### src/rtl/mdio_slave_22_45_frontend.sv
// rtl/mdio_slave_22_45_frontend.sv - MDIO slave frontend: preamble hunt, frame capture, read data drive
module mdio_slave_22_45_frontend #(
    parameter int PRE_LEN     = 32,
    parameter int TIMEOUT_CYC = 1024
) (
    input  logic        clk_25m,
    input  logic        rst_n,
    input  logic        mdc,
    input  logic        mdio_in,
    input  logic [4:0]  phy_addr,
    input  logic [15:0] resp_rdata,
    input  logic        resp_ready,
    output logic [31:0] rx_data,
    output logic        phyaddr_done_pos,
    output logic        info_done_pos,
    output logic        data_done_pos,
    output logic        legal,
    output logic        time_out_flag,
    output logic        mdio_out,
    output logic        mdio_oe
);
    localparam int              TW      = $clog2(TIMEOUT_CYC);
    localparam logic [5:0]      PRE_MIN = 6'(PRE_LEN);
    localparam logic [TW-1:0]   TO_LAST = TW'(TIMEOUT_CYC - 1);

    typedef enum logic {IDLE, FRAME} state_t;
    state_t state_q, state_d;

    logic [2:0]    mdc_sync;
    logic [1:0]    mdio_sync;
    logic          rise;
    logic          sample;
    logic [5:0]    pre_cnt;
    logic [5:0]    bit_cnt;
    logic [TW-1:0] to_cnt;
    logic          is_rd;
    logic          rsp_wait;
    logic [15:0]   rsp_sr;
    logic          frame_start;
    logic          timeout_hit;

    assign rise   = mdc_sync[1] & ~mdc_sync[2];
    assign sample = mdio_sync[1];

    always_comb begin
        state_d     = state_q;
        frame_start = 1'b0;
        timeout_hit = 1'b0;
        if (state_q == IDLE) begin
            if (rise && !sample && (pre_cnt >= PRE_MIN)) begin
                frame_start = 1'b1;
                state_d     = FRAME;
            end
        end else begin
            // A stall abort wins over an MDC edge arriving in the same cycle
            if (to_cnt == TO_LAST) begin
                timeout_hit = 1'b1;
                state_d     = IDLE;
            end else if (rise && (bit_cnt == 6'd31)) begin
                state_d = IDLE;
            end
        end
    end

    always_ff @(posedge clk_25m or negedge rst_n) begin
        if (!rst_n) begin
            state_q <= IDLE;
        end else begin
            state_q <= state_d;
        end
    end

    always_ff @(posedge clk_25m or negedge rst_n) begin
        if (!rst_n) begin
            mdc_sync         <= 3'b000;
            mdio_sync        <= 2'b00;
            pre_cnt          <= 6'd0;
            bit_cnt          <= 6'd0;
            to_cnt           <= '0;
            is_rd            <= 1'b0;
            rsp_wait         <= 1'b0;
            rsp_sr           <= 16'h0000;
            rx_data          <= 32'h0;
            phyaddr_done_pos <= 1'b0;
            info_done_pos    <= 1'b0;
            data_done_pos    <= 1'b0;
            legal            <= 1'b0;
            time_out_flag    <= 1'b0;
            mdio_out         <= 1'b0;
            mdio_oe          <= 1'b0;
        end else begin
            mdc_sync         <= {mdc_sync[1:0], mdc};
            mdio_sync        <= {mdio_sync[0], mdio_in};
            phyaddr_done_pos <= 1'b0;
            info_done_pos    <= 1'b0;
            data_done_pos    <= 1'b0;
            time_out_flag    <= 1'b0;
            if (state_q == IDLE) begin
                legal    <= 1'b0;
                to_cnt   <= '0;
                is_rd    <= 1'b0;
                rsp_wait <= 1'b0;
                mdio_oe  <= 1'b0;
                mdio_out <= 1'b0;
                if (rise) begin
                    pre_cnt <= !sample ? 6'd0 : (pre_cnt == 6'd63) ? 6'd63 : pre_cnt + 6'd1;
                    if (frame_start) begin
                        rx_data <= 32'h0;
                        bit_cnt <= 6'd1;
                    end
                end
            end else if (timeout_hit) begin
                time_out_flag <= 1'b1;
                mdio_oe       <= 1'b0;
                mdio_out      <= 1'b0;
                legal         <= 1'b0;
                pre_cnt       <= 6'd0;
                bit_cnt       <= 6'd0;
                to_cnt        <= '0;
                rsp_wait      <= 1'b0;
            end else begin
                pre_cnt <= 6'd0;
                if (rsp_wait && resp_ready) begin
                    rsp_sr   <= resp_rdata;
                    rsp_wait <= 1'b0;
                end
                if (rise) begin
                    to_cnt  <= '0;
                    bit_cnt <= bit_cnt + 6'd1;
                    // Read data phase belongs to this PHY, never to the sampled line
                    if (!(is_rd && (bit_cnt >= 6'd16))) begin
                        rx_data[5'd31 - bit_cnt[4:0]] <= sample;
                    end
                    case (bit_cnt)
                        6'd8: begin
                            phyaddr_done_pos <= 1'b1;
                            legal            <= ({rx_data[27:24], sample} == phy_addr);
                        end
                        6'd13: begin
                            info_done_pos <= 1'b1;
                            is_rd         <= rx_data[29];
                            rsp_sr        <= 16'h0000;
                            rsp_wait      <= 1'b1;
                        end
                        6'd14: begin
                            if (is_rd && legal) begin
                                mdio_oe  <= 1'b1;
                                mdio_out <= 1'b0;
                                rsp_wait <= 1'b0;
                            end
                        end
                        6'd31: begin
                            mdio_oe       <= 1'b0;
                            mdio_out      <= 1'b0;
                            data_done_pos <= ~is_rd;
                            bit_cnt       <= 6'd0;
                        end
                        default: begin
                            if ((bit_cnt >= 6'd15) && mdio_oe) begin
                                mdio_out <= rsp_sr[15];
                                rsp_sr   <= {rsp_sr[14:0], 1'b0};
                            end
                        end
                    endcase
                end else begin
                    to_cnt <= to_cnt + TW'(1);
                end
            end
        end
    end
endmodule
### config.mk
export PLATFORM = sky130hd
export DESIGN_NAME = mdio_slave_22_45_frontend
export DESIGN_NICKNAME = d
export VERILOG_FILES = /design/src/rtl/mdio_slave_22_45_frontend.sv
export SDC_FILE = /design/constraint.sdc
export NUM_CORES = 1
export LEC_CHECK = 0
export CORE_ASPECT_RATIO = 0.5
export CORE_MARGIN = 2
export CORE_UTILIZATION = 54
export DETAILED_ROUTE_END_ITERATION = 6
export PLACE_DENSITY = 0.8
export REMOVE_ABC_BUFFERS = 1
export SLEW_MARGIN = 20
export SYNTH_ARGS = -nofsm -noshare
export SYNTH_HDL_FRONTEND = slang
export SYNTH_SLANG_ARGS = --single-unit
### constraint.sdc
create_clock -name clk_25m -period 2.67 [get_ports clk_25m]
set_clock_uncertainty 0.05 [all_clocks]
set_input_delay 0.534 -clock clk_25m [delete_from_list [all_inputs] [get_ports clk_25m]]
set_output_delay 0.534 -clock clk_25m [all_outputs]
set_load 0.005 [all_outputs]
==> flow_summary_export.csv, run 1 <==
group,metric,value,unit
synthesis,yosysWarnings,0,
critical_path,cp.required,2.84,ns
synthesis,synth_area,0.004178,sq mm
grt,grt_pass1_vias,3488,
critical_path,max_stage_delay,0.54,ns
placed_design,hpwlAfterDp,6.679,mm
power_and_ir_drop,p_leak,2.270,nW
sta,worst_pin_slew,0.6556,ns
finish,fin_area,0.005370,sq mm
synthesis,async_flop_share,1.000,
synthesis,synth-seq-cells,85,
die,placementRows,22,
clock_tree,cts_sinks,85,
grt,antenna_found_initial,0,
sta,finalHoldViolations,0,
power_and_ir_drop,pwr-share-clk,0.483,
die,die_x,128.4,um
run_status,run_status,"completed",
clock_tree,clockBufferDepth,2,
clock_tree,clk_latency,0.34,ns
finish,syn_to_final_growth,28.54,%
finish,antenna_cells,0,
power_and_ir_drop,ir_drop,0.3849,mV
synthesis,netlist.area_leader.share,0.5091,
critical_path,rr_startpoint,"bit_cnt[1]",
placed_design,placed_area,0.005000,sq mm
sta,rsz0062_at_grt,"no",
critical_path,crit_type,"register to register",
run,maxCapViolCount,0,
finish,nets,548,
synthesis,syn_inst,440,
synthesis,yosysTopAreaCell,"dfrtp_1",
critical_path,crit_chain,"inv_1 > ha_1 > mux2i_1 > or4b_4 > a2111oi_4 > buf_4 > o21ai_4 > a221o_1",
die,io_pins,65,
critical_path,slowest_stage,"or4b_4",
synthesis,synth.distinct_cells,52,
synthesis,syn_area_per_cell,9.495,sq um
clock_tree,cts_tree,"done",
clock_tree,cts_buffers,9,
routing,viasPerCell,5.914,
die,core-area,0.007405,sq mm
power_and_ir_drop,pwr-share-seq,0.479,
critical_path,cp-end-kind,"register",
routing,wl_per_cell,16.92,um
sta,finalMaxSlewViolations,0,
critical_path,cp-startpoint,"bit_cnt[1]",
synthesis,yosysSeqAreaShare,0.5091,
worst_hold_path,hold_class,"input pin to async pin",
finish,drive_gt1_frac,0.1060,
routing,totalWireLength,10.41,mm
placed_design,port_buffers,64,
routing,drt_iter0_drc,301,
grt,grt_start_max_net_pins,47,
grt,grt_pass1_wl,17.17,mm
sta,layout_min_cycle_time,2.605,ns
routing,remaining_drc_errors,0,
critical_path,worstRegToRegCells,8,
routing,drtAntennaViolNets,0,
power_and_ir_drop,p_comb_frac,0.037,
die,dieHeight,66.20,um
clock_tree,path_clk_slew,0.06,ns
synthesis,synth-edff-count,0,
routing,dr_total_vias,3637,
synthesis,ys.flop_type,"dfrtp_1",
sta,max_freq,383.8,MHz
die,die_area,0.008499,sq mm
critical_path,reg2reg_to,"rsp_sr[15]",
placed_design,globalplace.congestion,0.8437,
critical_path,crit_path_start_kind,"register",
finish,final_common_cell,"dfrtp_1",
sta,min_period_over_period,0.9758,
critical_path,ff2ff_setup_slack,0.06,ns
sta,tns,0,ns
grt,track_usage,0.2649,
clock_tree,h-tree-depth,3,
sta,final-setup-viol-count,0,
critical_path,path_max_fanout,8,
clock_tree,root_buffer,"clkbuf_16",
critical_path,crit_end,"rsp_sr[15]",
finish,layout_common_cells,"dfrtp_1 (83), o21ai_0 (72), clkdlybuf4s50_1 (63)",
critical_path,crit_arrival,2.77,ns
synthesis,synth.area.top_cells,"dfrtp_1 (51%), o21ai_0 (8.6%), a21oi_1 (5.0%)",
routing,firstDrtPassIters,5,
power_and_ir_drop,power_density,508.7,mW/mm^2
die,start_util,0.5642,
power_and_ir_drop,switching_power,0.5501,mW
grt,gr-total-overflow,0,
sta,slew_headroom,0.5613,
power_and_ir_drop,power.internal,2.182,mW
power_and_ir_drop,p_sw_frac,0.2013,
==> worst min path at each step <==
stage	startpoint	to	slack, ns	cells after the start
after floorplan	rst_n	bit_cnt[0]	0.19	0
after global placement	mdio_sync[0]	mdio_sync[1]	0.28	0
after detailed placement	mdio_sync[0]	mdio_sync[1]	0.29	0
after CTS	rst_n	mdc_sync[0]	0.16	1
after global routing	rst_n	mdc_sync[0]	0.18	1
final	rst_n	mdc_sync[0]	0.14	1
==> Yosys cell counts, types with 7 or more instances <==
cell and number:
dfrtp_1 85, o21ai_0 72, a21oi_1 42, nor2_1 39, nand2_1 26, clkbuf_1 21
inv_1 19, a221o_1 14, nand3_1 14, nor3_1 10, ha_1 7, nor3b_1 7
xnor2_1 7
==> layout make-up <==
cell class / instances / area [sq um]
clock buffers: 10 / 239.0
clock inverters: 5 / 75.07
fillers: 547 / 2034
inverters: 19 / 71.32
multi-input cells: 310 / 1889
flip-flops and latches: 85 / 2130
well taps: 96 / 120.1
repair buffers: 90 / 845.8
==> logic make-up (layout without fill, tap and decap cells) <==
kind of cell,after synthesis,count (layout),share of synthesized area
mux,5,5,0.01198
simple gates,134,134,0.1686
compound gates,150,151,0.2177
flops,85,85,0.5091
buf+inv,46,124,0.04433
xor+xnor,13,13,0.02725
fa+ha+maj,7,7,0.02096
==> state kept, by name, indices dropped and copies added, names as in the netlist <==
signal and count:
info_done_pos 1, to_cnt 10, mdio_oe 1, mdc_sync 3, mdio_out 1, phyaddr_done_pos 1
state_q 1, pre_cnt 6, rsp_wait 1, time_out_flag 1, legal 1, mdio_sync 2
is_rd 1, rx_data 32, data_done_pos 1, bit_cnt 6, rsp_sr 16
==> metal layers <==
layer	track usage	up-vias	part of all wire
met3	0.07443	12	0.065
li1	-	1722	-
met4	0.07555	0	0.012
met1	0.3646	1772	0.47
met2	0.4142	131	0.46
met5	0	-	0
==> critical path, delay by kind of cell (launching register included) <==
family	cells	cell delay [ns]
AND/OR/NAND/NOR	1	0.54
buffers and inverters	2	0.31
multiplexers	1	0.08
flip-flops	1	0.40
AO/OA/AOI/OAI	3	0.93
adder cells (fa/ha/maj)	1	0.18
==> per-stage QoR <==
step	hold slack [ns]	setup slack, ns	total power, mW	instances	utilization
3_3_place_gp	0.2837	0.1503	1.432	595	0.6752
2_1_floorplan	0.1884	0.07850	1.356	413	-
5_1_grt	0.1836	0.01006	2.835	615	0.7252
3_5_place_dp	0.2894	0.04488	1.435	595	0.6752
4_1_cts	0.1552	0.01569	2.747	610	0.7176
6_report	0.1397	0.06454	2.732	615	0.7252
==> power groups by stage <==
stage | clock network [mW] | logic [mW] | registers [mW]
2_1_floorplan | 0 | 0.0270 | 1.33
3_3_place_gp | 0 | 0.101 | 1.33
3_5_place_dp | 0 | 0.103 | 1.33
4_1_cts | 1.33 | 0.104 | 1.31
5_1_grt | 1.41 | 0.114 | 1.31
6_report | 1.32 | 0.102 | 1.31
==> repair_timing <==
action,4_1_cts,5_1_grt
hold buffers,0,0
setup buffers,0,4
setup endpoints to repair,0,14
gates resized for setup,0,5
Note: power is estimated with default switching activity, not from simulation.
==> inputs of run 2 (changes only) <==
CORE_MARGIN = not set   (was 2)
SETUP_SLACK_MARGIN = 0.02   (was not set)
==> run 2 against run 1 <==
Compared with the run above: critical path depth did not move; clock power fell by 8%; power fell by 4.3%; sequential share of layout area rose by 0.65 points; highest routed layer unchanged; critical endpoint is now rsp_sr[11]; critical path type unchanged; largest cell class unchanged.
==> flow_summary_export.csv, run 2 (same netlist as run 1, synthesis figures left out) <==
group,metric,value,unit
routing,drtAntennaViolNets,0,
critical_path,cp-startpoint,"bit_cnt[1]",
critical_path,ff2ff_setup_slack,0.11,ns
sta,fin_hold_ws,0.1530,ns
sta,fin_ws,0.1129,ns
routing,drt_iter0_drc,323,
finish,fin_area,0.005284,sq mm
sta,slew_headroom,0.6015,
clock_tree,path_clk_slew,0.06,ns
placed_design,dp_slack,0.05784,ns
die,die_area,0.008114,sq mm
finish,final_common_cell,"dfrtp_1",
sta,layout_min_cycle_time,2.557,ns
sta,worst_pin_slew,0.5977,ns
sta,rsz0062_at_grt,"no",
worst_hold_path,hold_class,"input pin to async pin",
clock_tree,ctsHoldBuffers,0,
grt,antenna_found_initial,0,
placed_design,globalplace.congestion,0.8523,
grt,gr-total-overflow,0,
die,core-area,0.007405,sq mm
grt,grt_pass1_wl,16.42,mm
routing,totalWireLength,9.707,mm
die,die_x,126.4,um
sta,finalMaxSlewViolations,0,
clock_tree,clk_latency,0.33,ns
power_and_ir_drop,ir_drop,0.3390,mV
critical_path,worstRegToRegCells,8,
critical_path,crit_end,"rsp_sr[11]",
critical_path,crit_arrival,2.72,ns
clock_tree,cts_buffers,9,
sta,final-setup-viol-count,0,
placed_design,port_buffers,64,
grt,grt_start_max_net_pins,47,
routing,wl_per_cell,15.97,um
finish,utilization,0.7136,
run_status,run_status,"completed",
critical_path,cp-end-kind,"register",
placed_design,placed_area,0.004992,sq mm
finish,largest_register,"rx_data",
clock_tree,h-tree-depth,3,
routing,remaining_drc_errors,0,
grt,track_usage,0.2612,
finish,largest_reg_flops,32,
sta,finalHoldViolations,0,
placed_design,hpwlAfterDp,6.504,mm
die,start_util,0.5642,
routing,viasPerCell,5.850,
die,dieHeight,64.20,um
critical_path,crit_path_start_kind,"register",
finish,nets,542,
power_and_ir_drop,power_density,494.9,mW/mm^2
finish,layout_common_cells,"dfrtp_1 (83), o21ai_0 (72), clkdlybuf4s50_1 (63)",
critical_path,reg2reg_to,"rsp_sr[11]",
grt,grt_pass1_vias,3368,
clock_tree,root_buffer,"clkbuf_16",
critical_path,cp.required,2.83,ns
power_and_ir_drop,p_leak,2.223,nW
clock_tree,clockBufferDepth,2,
die,io_pins,65,
die,placementRows,22,
finish,antenna_cells,0,
finish,n_fill_cell,558,
finish,top_regs,"rx_data (32), rsp_sr (16), to_cnt (10)",
run,maxCapViolCount,0,
routing,firstDrtPassIters,5,
clock_tree,cts_tree,"done",
critical_path,crit_type,"register to register",
routing,dr_total_vias,3557,
finish,drive_gt1_frac,0.08984,
sta,max_freq,391.1,MHz
finish,syn_to_final_growth,26.48,%
clock_tree,cts_sinks,85,
critical_path,path_max_fanout,15,
sta,min_period_over_period,0.9577,
sta,tns,0,ns
critical_path,rr_startpoint,"bit_cnt[1]",
## run 2: cell types whose count changed in the layout (fill, tap and decap cells not counted), sizes merged
cell,delta
buf,-5
bufinv,-1
clkbuf,+2
clkinv,-2
o21ai,-1
## run 2: timing repair
action	in CTS	in global routing
endpoints found under the hold margin	0	0
setup endpoints to repair	0	14
resized for setup	0	4
buffers inserted	0	1
## run 2: area by class of cell
type	count	area (sq um)	area share
multi-input cells	309	1873	0.3545
flip-flops and latches	85	2130	0.4030
well taps	96	120.1	0.02273
inverters	19	71.32	0.01350
clock buffers	12	246.5	0.04665
repair buffers	85	808.3	0.1530
clock inverters	2	35.03	0.006630
## run 2: through the flow
step | total power, mW | instances
6_report | 2.615 | 608
5_1_grt | 2.697 | 608
4_1_cts | 2.634 | 608
3_5_place_dp | 1.434 | 594
3_3_place_gp | 1.432 | 594
2_1_floorplan | 1.356 | 413
## run 2: routing by layer
layer | up-vias | wire, um | global-route usage
met2 | 121 | 4460 | 0.4171
met3 | 15 | 487 | 0.06449
met1 | 1713 | 4635 | 0.3595
met4 | 0 | 124 | 0.06476
li1 | 1708 | - | -
met5 | - | 0 | 0
## run 2: how the worst min path moves through the flow
| stage | slack [ns] | startpoint | cells past startpoint | end |
|---|---|---|---|---|
| final | 0.15 | rst_n | 1 | rx_data[21] |
| after global routing | 0.20 | rst_n | 1 | rx_data[21] |
| after CTS | 0.17 | rst_n | 1 | rx_data[28] |
| after detailed placement | 0.29 | mdc_sync[0] | 0 | mdc_sync[1] |
| after global placement | 0.28 | mdc_sync[0] | 0 | mdc_sync[1] |
| after floorplan | 0.19 | rst_n | 0 | bit_cnt[0] |
## run 2: critical path: stages, from the launching register on
cell and delay, ns:
dfrtp_2 0.44, inv_1 0.09, ha_1 0.17, mux2i_1 0.07, or4b_4 0.54, a2111oi_4 0.35, buf_4 0.19, o21ai_4 0.13
a221o_1 0.40
## run 2: report_power, final
group | total (mW) | switching, mW | internal [mW]
Combinational | 0.0999 | 0.0495 | 0.0505
Clock | 1.21 | 0.467 | 0.739
Sequential | 1.31 | 0.0114 | 1.30
==> inputs of run 3 (changes only) <==
CAP_MARGIN = 20   (was not set)
RECOVER_POWER = 100   (was not set)
TNS_END_PERCENT = 20   (was not set)
==> run 3 against run 2 <==
Compared with the run above: cell area fell by 0.81%; core utilization is 0.57 points lower; setup slack got worse by 0.00081 ns; via count rose by 1.2%; first-iteration DRC count is 6.8% higher; sequential cell count stayed put.
==> flow_summary_export.csv, run 3 (same netlist as run 1, synthesis figures left out) <==
group,metric,value,unit
worst_hold_path,hold_class,"register to register",
critical_path,crit_path_start_kind,"register",
die,io_pins,65,
routing,firstDrtPassIters,5,
finish,layout_common_cells,"dfrtp_1 (83), o21ai_0 (72), a21oi_1 (42)",
power_and_ir_drop,p_leak,2.342,nW
finish,drive_gt1_frac,0.08008,
critical_path,crit_chain,"inv_1 > ha_1 > mux2i_1 > or4b_4 > a2111oi_4 > buf_4 > o21ai_4 > a221o_1",
clock_tree,cts_tree,"done",
sta,slew_headroom,0.2433,
sta,finalMaxSlewViolations,0,
critical_path,path_max_fanout,15,
critical_path,slowest_stage,"or4b_4",
run,maxCapViolCount,0,
sta,tns,0,ns
clock_tree,h-tree-depth,3,
placed_design,port_buffers,64,
critical_path,cp-end-kind,"register",
finish,fin_area,0.005241,sq mm
clock_tree,cts_sinks,85,
sta,fin_ws,0.1121,ns
finish,top_regs,"rx_data (32), rsp_sr (16), to_cnt (10)",
grt,antenna_found_initial,0,
routing,remaining_drc_errors,0,
die,start_util,0.5642,
worst_hold_path,hold_path_depth,0,
sta,rsz0062_at_grt,"no",
routing,wl_per_cell,15.91,um
placed_design,placed_area,0.004992,sq mm
routing,drt_iter0_drc,345,
clock_tree,root_buffer,"clkbuf_16",
clock_tree,ctsHoldBuffers,0,
critical_path,max_stage_delay,0.54,ns
placed_design,globalplace.congestion,0.8523,
finish,largest_reg_flops,32,
finish,antenna_cells,0,
sta,finalHoldViolations,0,
finish,syn_to_final_growth,25.46,%
run_status,run_status,"completed",
grt,track_usage,0.2612,
grt,grt_pass1_vias,3368,
grt,grt_start_max_net_pins,47,
sta,layout_min_cycle_time,2.558,ns
grt,gr-total-overflow,0,
placed_design,hpwlAfterDp,6.504,mm
clock_tree,path_clk_slew,0.06,ns
clock_tree,clk_latency,0.33,ns
routing,drtAntennaViolNets,0,
clock_tree,clockBufferDepth,2,
routing,dr_total_vias,3599,
power_and_ir_drop,power_density,497.4,mW/mm^2
sta,max_freq,390.9,MHz
routing,totalWireLength,9.672,mm
grt,grt_pass1_wl,16.42,mm
die,die_area,0.008114,sq mm
die,placementRows,22,
critical_path,cp.required,2.83,ns
die,dieHeight,64.20,um
die,die_x,126.4,um
routing,viasPerCell,5.919,
finish,final_common_cell,"dfrtp_1",
placed_design,dp_slack,0.05784,ns
sta,worst_pin_slew,1.135,ns
critical_path,crit_type,"register to register",
power_and_ir_drop,ir_drop,0.3365,mV
critical_path,worstRegToRegCells,8,
sta,min_period_over_period,0.9580,
sta,final-setup-viol-count,0,
clock_tree,cts_buffers,9,
die,core-area,0.007405,sq mm
finish,largest_register,"rx_data",
finish,nets,542,
critical_path,crit_arrival,2.72,ns
run 3: cell count changes in the layout (fill, tap and decap cells not counted):
cell,previous run,this run
buf_12,1,0
o311ai_2,1,0
o311ai_0,1,2
buf_4,21,15
clkbuf_2,0,3
dlygate4sd3_1,0,41
clkbuf_1,2,6
clkdlybuf4s50_1,63,22
run 3: what timing repair did:
item / 4_1_cts / 5_1_grt
gates resized for setup: 0 / 4
endpoints found under the setup margin: 0 / 14
endpoints found under the hold margin: 0 / 0
buffers inserted: 0 / 1
run 3: worst max-delay path: cells and delay by family, from the launching register on:
kind                     cells  cell delay [ns]
AO/OA/AOI/OAI                3             0.88
AND/OR/NAND/NOR              1             0.54
flip-flops                   1             0.44
buffers and inverters        2             0.28
adder cells (fa/ha/maj)      1             0.17
multiplexers                 1             0.08
run 3: metal layers:
| metal | wire (um) | part of all wire | track usage |
|---|---|---|---|
| met5 | 0 | 0 | 0 |
| met4 | 103 | 0.011 | 0.06476 |
| met1 | 4584 | 0.47 | 0.3595 |
| met2 | 4434 | 0.46 | 0.4171 |
| met3 | 551 | 0.057 | 0.06449 |
run 3: worst paths after layout:
kind,from,endpoint,slack (ns)
max,bit_cnt[1],rsp_sr[11],0.11
min,mdc_sync[0],mdc_sync[1],0.30
max reg2reg,bit_cnt[1],rsp_sr[11],0.11
min reg2reg,mdc_sync[0],mdc_sync[1],0.30
max in group asynchronous,rst_n,bit_cnt[0],0.63
min in group asynchronous,rst_n,rx_data[21],0.37
run 3: per-stage QoR:
stage	util	hold slack (ns)	power [mW]	std cells
2_1_floorplan	-	0.1884	1.356	413
6_report	0.7078	0.2995	2.607	608
5_1_grt	0.7078	0.3167	2.692	608
3_5_place_dp	0.6742	0.2871	1.434	594
4_1_cts	0.7122	0.1736	2.634	608
3_3_place_gp	0.6742	0.2841	1.432	594
run 3: layout make-up:
| type | instances | area [sq um] |
|---|---|---|
| Inverter | 19 | 71.32 |
| Tap cell | 96 | 120.1 |
| Sequential cell | 85 | 2130 |
| Timing Repair Buffer | 85 | 773.2 |
| Fill cell | 570 | 2163 |
| Clock inverter | 2 | 35.03 |
| Clock buffer | 12 | 246.5 |
| Multi-Input combinational cell | 309 | 1866 |
run 3: power breakdown:
| part | switching, mW | leakage [nW] | internal (mW) |
|---|---|---|---|
| combinational | 0.0492 | 1.04 | 0.0463 |
| clock | 0.464 | 0.139 | 0.738 |
| sequential | 0.0114 | 1.17 | 1.30 |
